<file path="config.mk">
export PLATFORM = sky130hd
export DESIGN_NAME = dac_interp_feed_flat
export DESIGN_NICKNAME = d
export VERILOG_FILES = /design/src/rtl/dac_interp_feed_pkg.sv /design/src/rtl/dac_interp_feed_if.sv /design/src/rtl/dac_interp_feed_fifo.sv /design/src/rtl/dac_interp_feed.sv /design/src/flat_wrapper.sv
export SDC_FILE = /design/constraint.sdc
export NUM_CORES = 1
export LEC_CHECK = 0
export CORE_MARGIN = 5
export CORE_UTILIZATION = 51
export CTS_CLUSTER_DIAMETER = 120
export CTS_CLUSTER_SIZE = 28
export DETAILED_ROUTE_END_ITERATION = 7
export PLACE_DENSITY = 0.75
export SLEW_MARGIN = 20
export SYNTH_ARGS = -nofsm -noshare
export SYNTH_HDL_FRONTEND = slang
export SYNTH_SLANG_ARGS = --single-unit
</file>
<file path="constraint.sdc">
create_clock -name Clk -period 2.12 [get_ports Clk]
set_clock_uncertainty 0.05 [all_clocks]
set_input_delay 0.424 -clock Clk [delete_from_list [all_inputs] [get_ports Clk]]
set_output_delay 0.424 -clock Clk [all_outputs]
set_load 0.01 [all_outputs]
</file>
<file path="src/rtl/dac_interp_feed_pkg.sv">
// Shared constants and helpers for the delta-sigma DAC sample feeder.
package dac_pkg;

  localparam int unsigned SAMPLE_W = 16;
  localparam logic [SAMPLE_W-1:0] MIDSCALE = 16'h8000;

  // Two's complement to offset binary: flip the sign bit.
  function automatic logic [SAMPLE_W-1:0] to_offset_bin(input logic signed [SAMPLE_W-1:0] s);
    return {~s[SAMPLE_W-1], s[SAMPLE_W-2:0]};
  endfunction

endpackage

</file>
<file path="src/rtl/dac_interp_feed_if.sv">
// Sample input handshake plus DAC-side outputs of the feeder.
interface dac_interp_feed_if;

  logic signed [dac_pkg::SAMPLE_W-1:0] in_data;
  logic                                in_valid;
  logic                                in_ready;
  logic        [dac_pkg::SAMPLE_W-1:0] DACout;
  logic                                sample_tick;
  logic                                underrun;

  modport master (
    output in_data, in_valid,
    input  in_ready, DACout, sample_tick, underrun
  );

  modport slave (
    input  in_data, in_valid,
    output in_ready, DACout, sample_tick, underrun
  );

endinterface

</file>
<file path="src/rtl/dac_interp_feed_fifo.sv">
// Small synchronous FIFO buffering samples between the audio-rate source and the DAC feed.
module dac_sample_fifo #(
  parameter int unsigned W          = 16,
  parameter int unsigned DEPTH_LOG2 = 2
) (
  input  logic         Clk,
  input  logic         Rst,
  input  logic         push,
  input  logic [W-1:0] din,
  output logic         full,
  input  logic         pop,
  output logic [W-1:0] dout,
  output logic         empty
);

  localparam int unsigned Depth = 2 ** DEPTH_LOG2;

  logic [W-1:0]          mem [Depth];
  logic [DEPTH_LOG2-1:0] wr_ptr_q, rd_ptr_q;
  logic [DEPTH_LOG2:0]   count_q;
  logic                  do_push, do_pop;

  assign full    = (count_q == (DEPTH_LOG2 + 1)'(Depth));
  assign empty   = (count_q == '0);
  assign dout    = mem[rd_ptr_q];
  // No bypass: a full FIFO refuses a push even while it pops.
  assign do_push = push & ~full;
  assign do_pop  = pop & ~empty;

  // Storage array; contents need no reset since count gates visibility.
  always_ff @(posedge Clk) begin
    if (do_push) mem[wr_ptr_q] <= din;
  end

  // Pointers wrap naturally at the power-of-two depth; count tracks occupancy.
  always_ff @(posedge Clk or posedge Rst) begin
    if (Rst) begin
      wr_ptr_q <= '0;
      rd_ptr_q <= '0;
      count_q  <= '0;
    end else begin
      if (do_push) wr_ptr_q <= wr_ptr_q + 1'b1;
      if (do_pop)  rd_ptr_q <= rd_ptr_q + 1'b1;
      if (do_push && !do_pop)      count_q <= count_q + 1'b1;
      else if (do_pop && !do_push) count_q <= count_q - 1'b1;
    end
  end

endmodule

</file>
<file path="src/rtl/dac_interp_feed.sv">
// Feeds the 1-bit delta-sigma DAC: buffers samples, pulls one per oversampling period and
// drives offset-binary output every Clk. Define DAC_INTERP_EN for linear interpolation;
// otherwise the output is a zero-order hold of the current sample.
module dac_interp_feed
  import dac_pkg::*;
#(
  parameter int unsigned OSR_LOG2   = 8,
  parameter int unsigned DEPTH_LOG2 = 2
) (
  input logic             Clk,
  input logic             Rst,
  dac_interp_feed_if.slave bus
);

  logic [OSR_LOG2-1:0]        phase_q, phase_d;
  logic                       tick_q, tick_d;
  logic signed [SAMPLE_W-1:0] prev_q, prev_d, cur_q, cur_d, y;
  logic [SAMPLE_W-1:0]        dac_q, head;
  logic                       fifo_full, fifo_empty, pop;

  // Sample is consumed only on a tick; a same-cycle push into an empty FIFO waits.
  assign pop = tick_q & ~fifo_empty;

  dac_sample_fifo #(
    .W          (SAMPLE_W),
    .DEPTH_LOG2 (DEPTH_LOG2)
  ) u_fifo (
    .Clk   (Clk),
    .Rst   (Rst),
    .push  (bus.in_valid),
    .din   (bus.in_data),
    .full  (fifo_full),
    .pop   (pop),
    .dout  (head),
    .empty (fifo_empty)
  );

`ifdef DAC_INTERP_EN
  localparam int unsigned AccW = SAMPLE_W + 1 + OSR_LOG2;

  logic signed [SAMPLE_W:0] delta;
  logic signed [AccW-1:0]   acc_q, acc_d;

  // Ramp accumulator: acc = delta * phase, cleared at each tick.
  always_comb begin
    delta = signed'({cur_q[SAMPLE_W-1], cur_q}) - signed'({prev_q[SAMPLE_W-1], prev_q});
    acc_d = tick_q ? '0 : acc_q + AccW'(delta);
    // Result lies between prev and cur, so truncating the scaled step cannot wrap.
    y     = prev_d + SAMPLE_W'(acc_d >>> OSR_LOG2);
  end

  // Accumulator register.
  always_ff @(posedge Clk or posedge Rst) begin
    if (Rst) acc_q <= '0;
    else     acc_q <= acc_d;
  end
`else
  // Zero-order hold: output follows the current sample directly.
  always_comb begin
    y = cur_d;
  end
`endif

  // Phase counter next state; tick is registered so it is high while phase is N-1.
  always_comb begin
    phase_d = phase_q + OSR_LOG2'(1);
    tick_d  = &phase_d;
    prev_d  = tick_q ? cur_q : prev_q;
    cur_d   = pop ? signed'(head) : cur_q;
  end

  // Phase, sample history and output registers.
  always_ff @(posedge Clk or posedge Rst) begin
    if (Rst) begin
      phase_q <= '0;
      tick_q  <= 1'b0;
      prev_q  <= '0;
      cur_q   <= '0;
      dac_q   <= MIDSCALE;
    end else begin
      phase_q <= phase_d;
      tick_q  <= tick_d;
      prev_q  <= prev_d;
      cur_q   <= cur_d;
      dac_q   <= to_offset_bin(y);
    end
  end

  assign bus.in_ready    = ~fifo_full;
  assign bus.DACout      = dac_q;
  assign bus.sample_tick = tick_q;
  assign bus.underrun    = tick_q & fifo_empty;

endmodule

</file>
<file path="src/flat_wrapper.sv">
// flat-port wrapper written by rule: the top's interface ports become plain ports
module dac_interp_feed_flat import dac_pkg::*;
#(
  parameter int unsigned OSR_LOG2   = 8,
  parameter int unsigned DEPTH_LOG2 = 2
)
  (Clk, Rst, bus_in_data, bus_in_valid, bus_in_ready, bus_DACout, bus_sample_tick, bus_underrun);
  dac_interp_feed_if bus_i ();
  input logic Clk;
  input logic Rst;
  input wire logic [$bits(bus_i.in_data)-1:0] bus_in_data;
  input wire logic [$bits(bus_i.in_valid)-1:0] bus_in_valid;
  output wire logic [$bits(bus_i.in_ready)-1:0] bus_in_ready;
  output wire logic [$bits(bus_i.DACout)-1:0] bus_DACout;
  output wire logic [$bits(bus_i.sample_tick)-1:0] bus_sample_tick;
  output wire logic [$bits(bus_i.underrun)-1:0] bus_underrun;
  assign bus_i.in_data = bus_in_data;
  assign bus_i.in_valid = bus_in_valid;
  assign bus_in_ready = bus_i.in_ready;
  assign bus_DACout = bus_i.DACout;
  assign bus_sample_tick = bus_i.sample_tick;
  assign bus_underrun = bus_i.underrun;
  dac_interp_feed #(.OSR_LOG2(OSR_LOG2), .DEPTH_LOG2(DEPTH_LOG2)) u_core (.Clk(Clk), .Rst(Rst), .bus(bus_i));
endmodule
</file>
# After elaboration in Yosys (flattened, before gate mapping)
# Memories as Yosys holds them, arrays and structs flattened.
# Index checks and enable logic that the tools add are counted.
# totals
ff_bits,48
ram_bits,64
mem_count,1
input_bits,19
# mem_list
memory,depth,width,read_ports,rd_clocked_by_memory_dff,wr,line,rtl
u_core.u_fifo.mem,4,16,1,0,1,dac_interp_feed_fifo.sv:18,logic [W-1:0] mem [Depth];
# op_classes
addsub,5
n_reduce_logical,7
muxes,5
n_eq_ne,1
n_bitwise,7
# op_table
cell,count
two-way mux 16 bit,1
"adder 8 x 1 -> 8 bit, second input constant",1
AND reduction 8 bit,1
two-way mux 3 bit,2
"adder 2 x 1 -> 2 bit, second input constant",2
bitwise AND 1 bit,4
"adder 3 x 1 -> 3 bit, second input constant",1
"== test 3 bit, second input constant",1
zero test 3 bit,1
NOT 1 bit,3
"subtractor 3 x 1 -> 3 bit, second input constant",1
logical AND 1 bit,2
zero test 1 bit,2
two-way mux 1 bit,2
nonzero test 2 bit,1

# Longest topological paths before layout
# Gate-level depths: netlist of run 1.
# depth
ltp_word,7
depth_mapped,9
mapped_depth_nobuf,8

# Hierarchy
# From an unflattened synthesis of run 1, not the netlist that was laid out.
# unflattened
cells_unflattened,205
hier_area_um2,3990.1
# by_module_without_submodules
module,n_inst,seq_area_each_um2,area_each_um2,cells_each
dac_sample_fifo,1,2097.0,2796.4,120
dac_interp_feed,1,651.9,1193.6,85

# Worst setup path after synthesis of run 1
# No wires, ideal clock.
# synth_timing
kind,register to register
from,register u_core.u_fifo.count_q[0]
to,register u_core.u_fifo.count_q[2]
period_less_slack_ps,2243
setup_time_ps,79
required_time_ps,1991
arrival_time_ps,2114
path_stages_with_launch,9
setup_slack_ps,-123
n_path_buf,1
path_cell_list,dfrtp_1 o31ai_4 buf_6 ha_1 inv_1 fa_1 xor2_1 nor2_1 xor2_1
# synth_between
elab_chain_len,7
word_cells_on_any_way,16
classes_between,2 x add/sub; 1 x eq/ne; 2 x mux; 5 x bitwise; 6 x reduce/logical
# synth_rtl
element,line,rtl
"start, declared",dac_interp_feed_fifo.sv:20,logic [DEPTH_LOG2:0] count_q;
"start signal, assigned",dac_interp_feed_fifo.sv:44,if (do_push && !do_pop) count_q <= count_q + 1'b1;
"start signal, assigned",dac_interp_feed_fifo.sv:45,else if (do_pop && !do_push) count_q <= count_q - 1'b1;
zero test 3 bit,dac_interp_feed_fifo.sv:24,assign empty = (count_q == '0);
NOT 1 bit,"dac_interp_feed_fifo.sv:28, dac_interp_feed.sv:22",
bitwise AND 1 bit,dac_interp_feed.sv:22,assign pop = tick_q & ~fifo_empty;
bitwise AND 1 bit,dac_interp_feed_fifo.sv:28,assign do_pop = pop & ~empty;
zero test 1 bit,dac_interp_feed_fifo.sv:44,
logical AND 1 bit,dac_interp_feed_fifo.sv:44,
two-way mux 3 bit / nonzero test 2 bit (equally long branches),--,
# Parallel ways exist; a longest one is shown, timed or not. The select of a mux whose other input is x is not followed.
# A chain may end at the register's enable or synchronous reset.

# Worst setup path after layout of run 1
# layout_timing
from,register u_core.u_fifo.count_q[1]
to,output bus_in_ready
# layout_between
elab_chain_len,2
# layout_rtl
element,line,rtl
== test 3 bit,dac_interp_feed_fifo.sv:23,assign full = (count_q == (DEPTH_LOG2 + 1)'(Depth));
NOT 1 bit,dac_interp_feed.sv:89,assign bus.in_ready = ~fifo_full;
"end, declared",flat_wrapper.sv:13,output wire logic [$bits(bus_i.in_ready)-1:0] bus_in_ready;
# No other way between the ends.

==> results of run 1 <==
==> cell type report <==
type / count / area (µm²)
inverter: 9 / 33.8
fill: 572 / 3030
multi-input combinational: 76 / 987
clock inverter: 5 / 38.8
clock buffer: 11 / 131
timing repair buffer: 47 / 507
sequential: 97 / 2750
tap: 102 / 128
==> per-stage QoR <==
| stage | utilization | setup WS (ps) | area, µm² | hold slack, ps |
|---|---|---|---|---|
| after floorplan | - | -60.5 | 3950 | 336 |
| after global placement | 0.579 | -13.0 | 4400 | 352 |
| after detailed placement | 0.579 | -61.8 | 4400 | 354 |
| after CTS | 0.601 | 47.4 | 4570 | 380 |
| after global routing | 0.601 | 1.08 | 4580 | 422 |
| final | 0.601 | 106 | 4580 | 368 |
==> final timing paths <==
kind	from	slack, ps	to	cells past startpoint
worst min register to register	u_core.cur_q[15]$_DFF_PP0_	370	u_core.bus.DACout[15]$_DFF_PP1_	1
worst max register to register	u_core.u_fifo.count_q[1]$_DFFE_PP0P_	240	u_core.u_fifo.count_q[2]$_DFFE_PP0P_	8
worst max-delay path	u_core.u_fifo.count_q[1]$_DFFE_PP0P_	110	bus_in_ready	3
worst min-delay path	u_core.cur_q[15]$_DFF_PP0_	370	u_core.bus.DACout[15]$_DFF_PP1_	1
max in group asynchronous	Rst	1270	u_core.bus.DACout[15]$_DFF_PP1_	3
min in group asynchronous	Rst	410	u_core.bus.DACout[7]$_DFFE_PP0P_	3
==> per-layer routing <==
metal | vias up | wire length [µm]
met5 | - | 0
met4 | 0 | 78
met3 | 8 | 269
met2 | 31 | 3230
met1 | 929 | 2480
li1 | 826 | -
==> report_power, final <==
| part | total (mW) | leakage [nW] | switching (mW) | internal (mW) |
|---|---|---|---|---|
| clock network | 1.05 | 0.0843 | 0.611 | 0.436 |
| registers | 2.48 | 1.02 | 0.132 | 2.34 |
| logic | 0.643 | 0.654 | 0.318 | 0.325 |
| total | 4.17 | 1.76 | 1.06 | 3.10 |
==> worst max-delay path: stages (launching register included) <==
cell and delay (ps):
dfrtp_1 510, nor2_2 80, nand2_1 70, clkdlybuf4s50_1 530
==> logic make-up after synthesis <==
logic type                 after synthesis  share of synthesized area
and+or+nand+nor                         19                     0.0255
AOI/OAI and AO/OA                        4                     0.0121
DFF                                     97                      0.701
xor gates and xnor gates                11                     0.0246
muxes                                   34                      0.157
adders and majority gates                8                     0.0275
buffers and inverters                   30                     0.0520
==> state kept, by name, summed over array words and instances (netlist names) <==
name and flops:
u_core.phase_q 8, u_core.bus.DACout 16, u_core.cur_q 1, u_core.u_fifo.wr_ptr_q 2, u_core.u_fifo.count_q 3, u_core.u_fifo.mem 64, u_core.bus.sample_tick 1, u_core.u_fifo.rd_ptr_q 2
==> placed cells by master, fill, tap and decap left out, types with 4 or more instances in the layout <==
cell / instances
buf_4: 5
xor2_1: 5
mux2_2: 10
and2_1: 4
ha_1: 6
mux4_2: 8
mux2_4: 7
clkbuf_8: 9
buf_12: 5
edfxtp_1: 64
inv_1: 8
dfrtp_1: 31
mux4_1: 8
nand2_1: 5
xnor2_1: 6
clkdlybuf4s50_1: 36
==> repair_timing <==
action	CTS	global route
endpoints found under the hold margin	0	0
setup endpoints to repair	1	1
hold buffers	0	0
gates resized for setup	2	1
gates cloned	0	0
==> impl_metrics.env, run 1 <==
export IMPL_cts_sinks=97
export IMPL_synth_top_area_cell="edfxtp_1"
export IMPL_cp_required_ps=1650
export IMPL_status="complete, no violations"
export IMPL_fin_nets=267
export IMPL_critPathKind="reg -> out"
export IMPL_cts_buffers_inserted=9
export IMPL_antenna_cells=0
export IMPL_wl_per_cell_um=17.5
export IMPL_yosysUniqueCellTypes=30
export IMPL_synth_edf_count=64
export IMPL_rsz0062_at_grt="false"
export IMPL_peakVddDrop_v=0.000617
export IMPL_use_met1=0.163
export IMPL_hold_class="reg -> reg"
export IMPL_yosys_cell_count_top_type="edfxtp_1"
export IMPL_power_total_mw=4.17
export IMPL_syn_inst=203
export IMPL_p_leak_nw=1.76
export IMPL_ant_nets=0
export IMPL_portBuffers=37
export IMPL_grt_first_pass_wirelength_um=10200
export IMPL_cp_start_kind="flop"
export IMPL_dieWidth_um=97.7
export IMPL_slew_viol_final=0
export IMPL_fp_dieArea_um2=9540
export IMPL_tns_ps=0
export IMPL_antenna_found_initial=0
export IMPL_synthesis_nets=230
export IMPL_synthTopCellsByArea="edfxtp_1 (49%), dfrtp_1 (20%), mux4_1 (5.4%)"
export IMPL_syn_to_final_growth_pct=16.8
export IMPL_post_route_min_period_ps=2010
export IMPL_num_rows=32
export IMPL_wirelength_um=6060
export IMPL_firstDrtPassIters=4
export IMPL_grt_max_degree=34
export IMPL_synth_top_cell_area_share=0.490
export IMPL_slew_headroom=0.710
export IMPL_crit_fanout=5
export IMPL_yosys_top_cells_count="edfxtp_1 (64), dfrtp_1 (32), buf_4 (15)"
export IMPL_setup_viol=0
export IMPL_cp_end_kind="primary output"
export IMPL_worst_slew_pin_slew_ps=434
export IMPL_drtIter0Drc=54
export IMPL_hold_viol_final=0
export IMPL_met3_usage=0.0495
export IMPL_fin_cells=347
export IMPL_fin_crit_sh=0.950
export IMPL_ys_flop_type="edfxtp_1"
export IMPL_grt_usage=0.140
export IMPL_core_area_um2=7610
export IMPL_start_util=0.515
export IMPL_ys_seq_area_frac=0.701
export IMPL_io_pin_count=38
export IMPL_via_per_inst=5.17
export IMPL_final_layout_size_suffix_gt1_frac=0.233
export IMPL_ctsLongestPathBuffers=2
export IMPL_die_height_um=97.7
export IMPL_grt_pass1_vias=1963
export IMPL_grtUsageMet2=0.244
export IMPL_maxCapViolations=0
export IMPL_p_per_area_nw_per_um2=910
export IMPL_drcViolationCount=0
export IMPL_async_flop_share=0.340
export IMPL_syn_avg_cell_area_um2=19.3
export IMPL_root_buffer="clkbuf_8"
export IMPL_cts_tree="built"
export IMPL_overflow=0
export IMPL_dp_cells=331
export IMPL_busiest_layer="met2"
export IMPL_dp_final_hpwl_um=3950
export IMPL_fmax_ghz=0.497
export IMPL_yosysWarningCount=0
export IMPL_clk_latency_ps=360
export IMPL_post_cts_setup_buffer_count=0
export IMPL_gp_congestion=0.765
export IMPL_syn_area_um2=3920
export IMPL_num_vias=1794
export IMPL_cts_max_level=3
export IMPL_clk_pin_slew_worst_paths_ps=90
export IMPL_ys_seq_elements=97
export IMPL_critPathArrivalTime_ps=1540
Note: power is estimated with default switching activity, not from simulation.
==> inputs of run 2 (changes only) <==
Settings changed: CTS_CLUSTER_SIZE 28 to default, REMOVE_ABC_BUFFERS from default to 1.
==> impl_metrics.env, run 2 (synthesized netlist as in run 1, its figures left out) <==
export IMPL_ant_nets=0
export IMPL_hold_class="reg -> reg"
export IMPL_grt_pass1_vias=1776
export IMPL_layout_common_cells="edfxtp_1 (64), clkdlybuf4s50_1 (36), dfrtp_1 (31)"
export IMPL_post_route_min_period_ps=2040
export IMPL_final_common_cell="edfxtp_1"
export IMPL_firstDrtPassIters=5
export IMPL_dp_final_hpwl_um=3550
export IMPL_fin_crit_sh=0.961
export IMPL_grtUsageMet2=0.205
export IMPL_dpl_cell_area_um2=4380
export IMPL_drtIter0Drc=90
export IMPL_critPathArrivalTime_ps=1560
export IMPL_io_pin_count=38
export IMPL_gp_congestion=0.716
export IMPL_met3_usage=0.0330
export IMPL_fill_cells=588
export IMPL_slew_headroom=0.707
export IMPL_num_rows=32
export IMPL_crit_fanout=5
export IMPL_cpPeakStageDelay_ps=480
export IMPL_rsz0062_at_grt="false"
export IMPL_largest_reg_flops=64
export IMPL_fp_dieArea_um2=9540
export IMPL_clk_pin_slew_worst_paths_ps=100
export IMPL_fmax_ghz=0.491
export IMPL_busiest_layer="met2"
export IMPL_setup_viol=0
export IMPL_overflow=0
export IMPL_final_layout_size_suffix_gt1_frac=0.224
export IMPL_hold_path_depth=1
export IMPL_multi_input_area_um2=966
export IMPL_cts_max_level=3
export IMPL_peakVddDrop_v=0.000545
export IMPL_post_cts_setup_buffer_count=0
export IMPL_slowest_stage="dfrtp_2"
export IMPL_reg2reg_depth=7
export IMPL_dieWidth_um=97.7
export IMPL_stdcell_area_um2=4560
export IMPL_wl_per_cell_um=16.6
export IMPL_grt_max_degree=34
export IMPL_hold_path_startpoint="u_core.cur_q[15]$_DFF_PP0_"
export IMPL_hold_viol_final=0
export IMPL_cp_required_ps=1650
export IMPL_cts_buffers_inserted=9
export IMPL_timing_hold_ws_ps=376
export IMPL_p_leak_nw=1.76
export IMPL_worst_slew_pin_slew_ps=439
export IMPL_r2r_start="u_core.u_fifo.count_q[0]$_DFFE_PP0P_"
export IMPL_reg2reg_to="u_core.u_fifo.count_q[2]$_DFFE_PP0P_"
export IMPL_status="complete, no violations"
export IMPL_use_met1=0.163
export IMPL_die_height_um=97.7
export IMPL_antenna_found_initial=0
export IMPL_maxCapViolations=0
export IMPL_antenna_cells=0
export IMPL_root_buffer="clkbuf_8"
export IMPL_ctsLongestPathBuffers=2
export IMPL_grt_first_pass_wirelength_um=9170
export IMPL_slew_viol_final=0
export IMPL_p_per_area_nw_per_um2=912
export IMPL_whs_endpoint="u_core.bus.DACout[15]$_DFF_PP1_"
export IMPL_crit_chain="nor2_1 > nand2_1 > clkdlybuf4s50_1"
export IMPL_start_util=0.515
export IMPL_fin_nets=267
export IMPL_grt_usage=0.127
export IMPL_seqCellArea_um2=2750
export IMPL_largest_register="u_core.u_fifo.mem"
export IMPL_portBuffers=37
export IMPL_clk_latency_ps=350
export IMPL_core_area_um2=7610
export IMPL_critPathKind="reg -> out"
export IMPL_num_vias=1787
export IMPL_drcViolationCount=0
export IMPL_cts_sinks=97
export IMPL_via_per_inst=5.15
export IMPL_r2r_slack_ps=190
export IMPL_wirelength_um=5760
export IMPL_syn_to_final_growth_pct=16.4
export IMPL_cp_end_kind="primary output"
export IMPL_cts_tree="built"
export IMPL_cp_start_kind="flop"
run 2: final cells by class:
class / instances / share of cell area
flip-flops and latches: 97 / 0.603
multi-input cells: 76 / 0.212
repair buffers: 47 / 0.111
well taps: 102 / 0.0280
clock buffers: 9 / 0.0272
clock inverters: 7 / 0.0115
inverters: 9 / 0.00741
run 2: critical path: cells and delay by family (launching register included):
| family | cells | cell delay (ps) |
|---|---|---|
| flops | 1 | 480 |
| buf+inv | 1 | 480 |
| simple gates | 2 | 250 |
run 2: power breakdown:
part	leakage (nW)	switching (mW)	internal, mW
Clock	0.0957	0.636	0.439
Combinational	0.650	0.313	0.302
Sequential	1.02	0.125	2.34
Total	1.76	1.07	3.09
run 2: per-stage QoR:
step           setup WS [ps]  cells   util  total power [mW]  setup TNS (ps)
2_1_floorplan           -326    182      -              2.82            -618
3_3_place_gp           -28.7    331  0.576              3.09           -28.7
3_5_place_dp           -61.9    331  0.576              3.14           -65.3
4_1_cts                 55.8    347  0.600              4.22               0
5_1_grt                 12.5    347  0.600              4.34               0
6_report                82.3    347  0.600              4.16               0
run 2: worst max-delay path by stage:
stage	startpoint	endpoint	slack (ps)	depth (start not counted)
after global routing	u_core.u_fifo.count_q[0]$_DFFE_PP0P_	bus_in_ready	10	3
after floorplan	u_core.u_fifo.count_q[0]$_DFFE_PP0P_	u_core.u_fifo.count_q[2]$_DFFE_PP0P_	-330	7
after CTS	u_core.u_fifo.count_q[0]$_DFFE_PP0P_	bus_in_ready	60	3
after global placement	bus_in_valid	u_core.u_fifo.count_q[2]$_DFFE_PP0P_	-30	8
after detailed placement	bus_in_valid	u_core.u_fifo.count_q[2]$_DFFE_PP0P_	-60	8
final	u_core.u_fifo.count_q[0]$_DFFE_PP0P_	bus_in_ready	80	3
run 2: layer usage:
| metal | share of wire | wire length, µm |
|---|---|---|
| met2 | 0.51 | 2920 |
| met4 | 0.0069 | 40 |
| met1 | 0.44 | 2560 |
| met5 | 0 | 0 |
| met3 | 0.043 | 246 |
run 2: timing repair:
| item | CTS | global route |
|---|---|---|
| gates resized for setup | 2 | 0 |
| hold buffers | 0 | 0 |
| setup endpoints to repair | 1 | 0 |
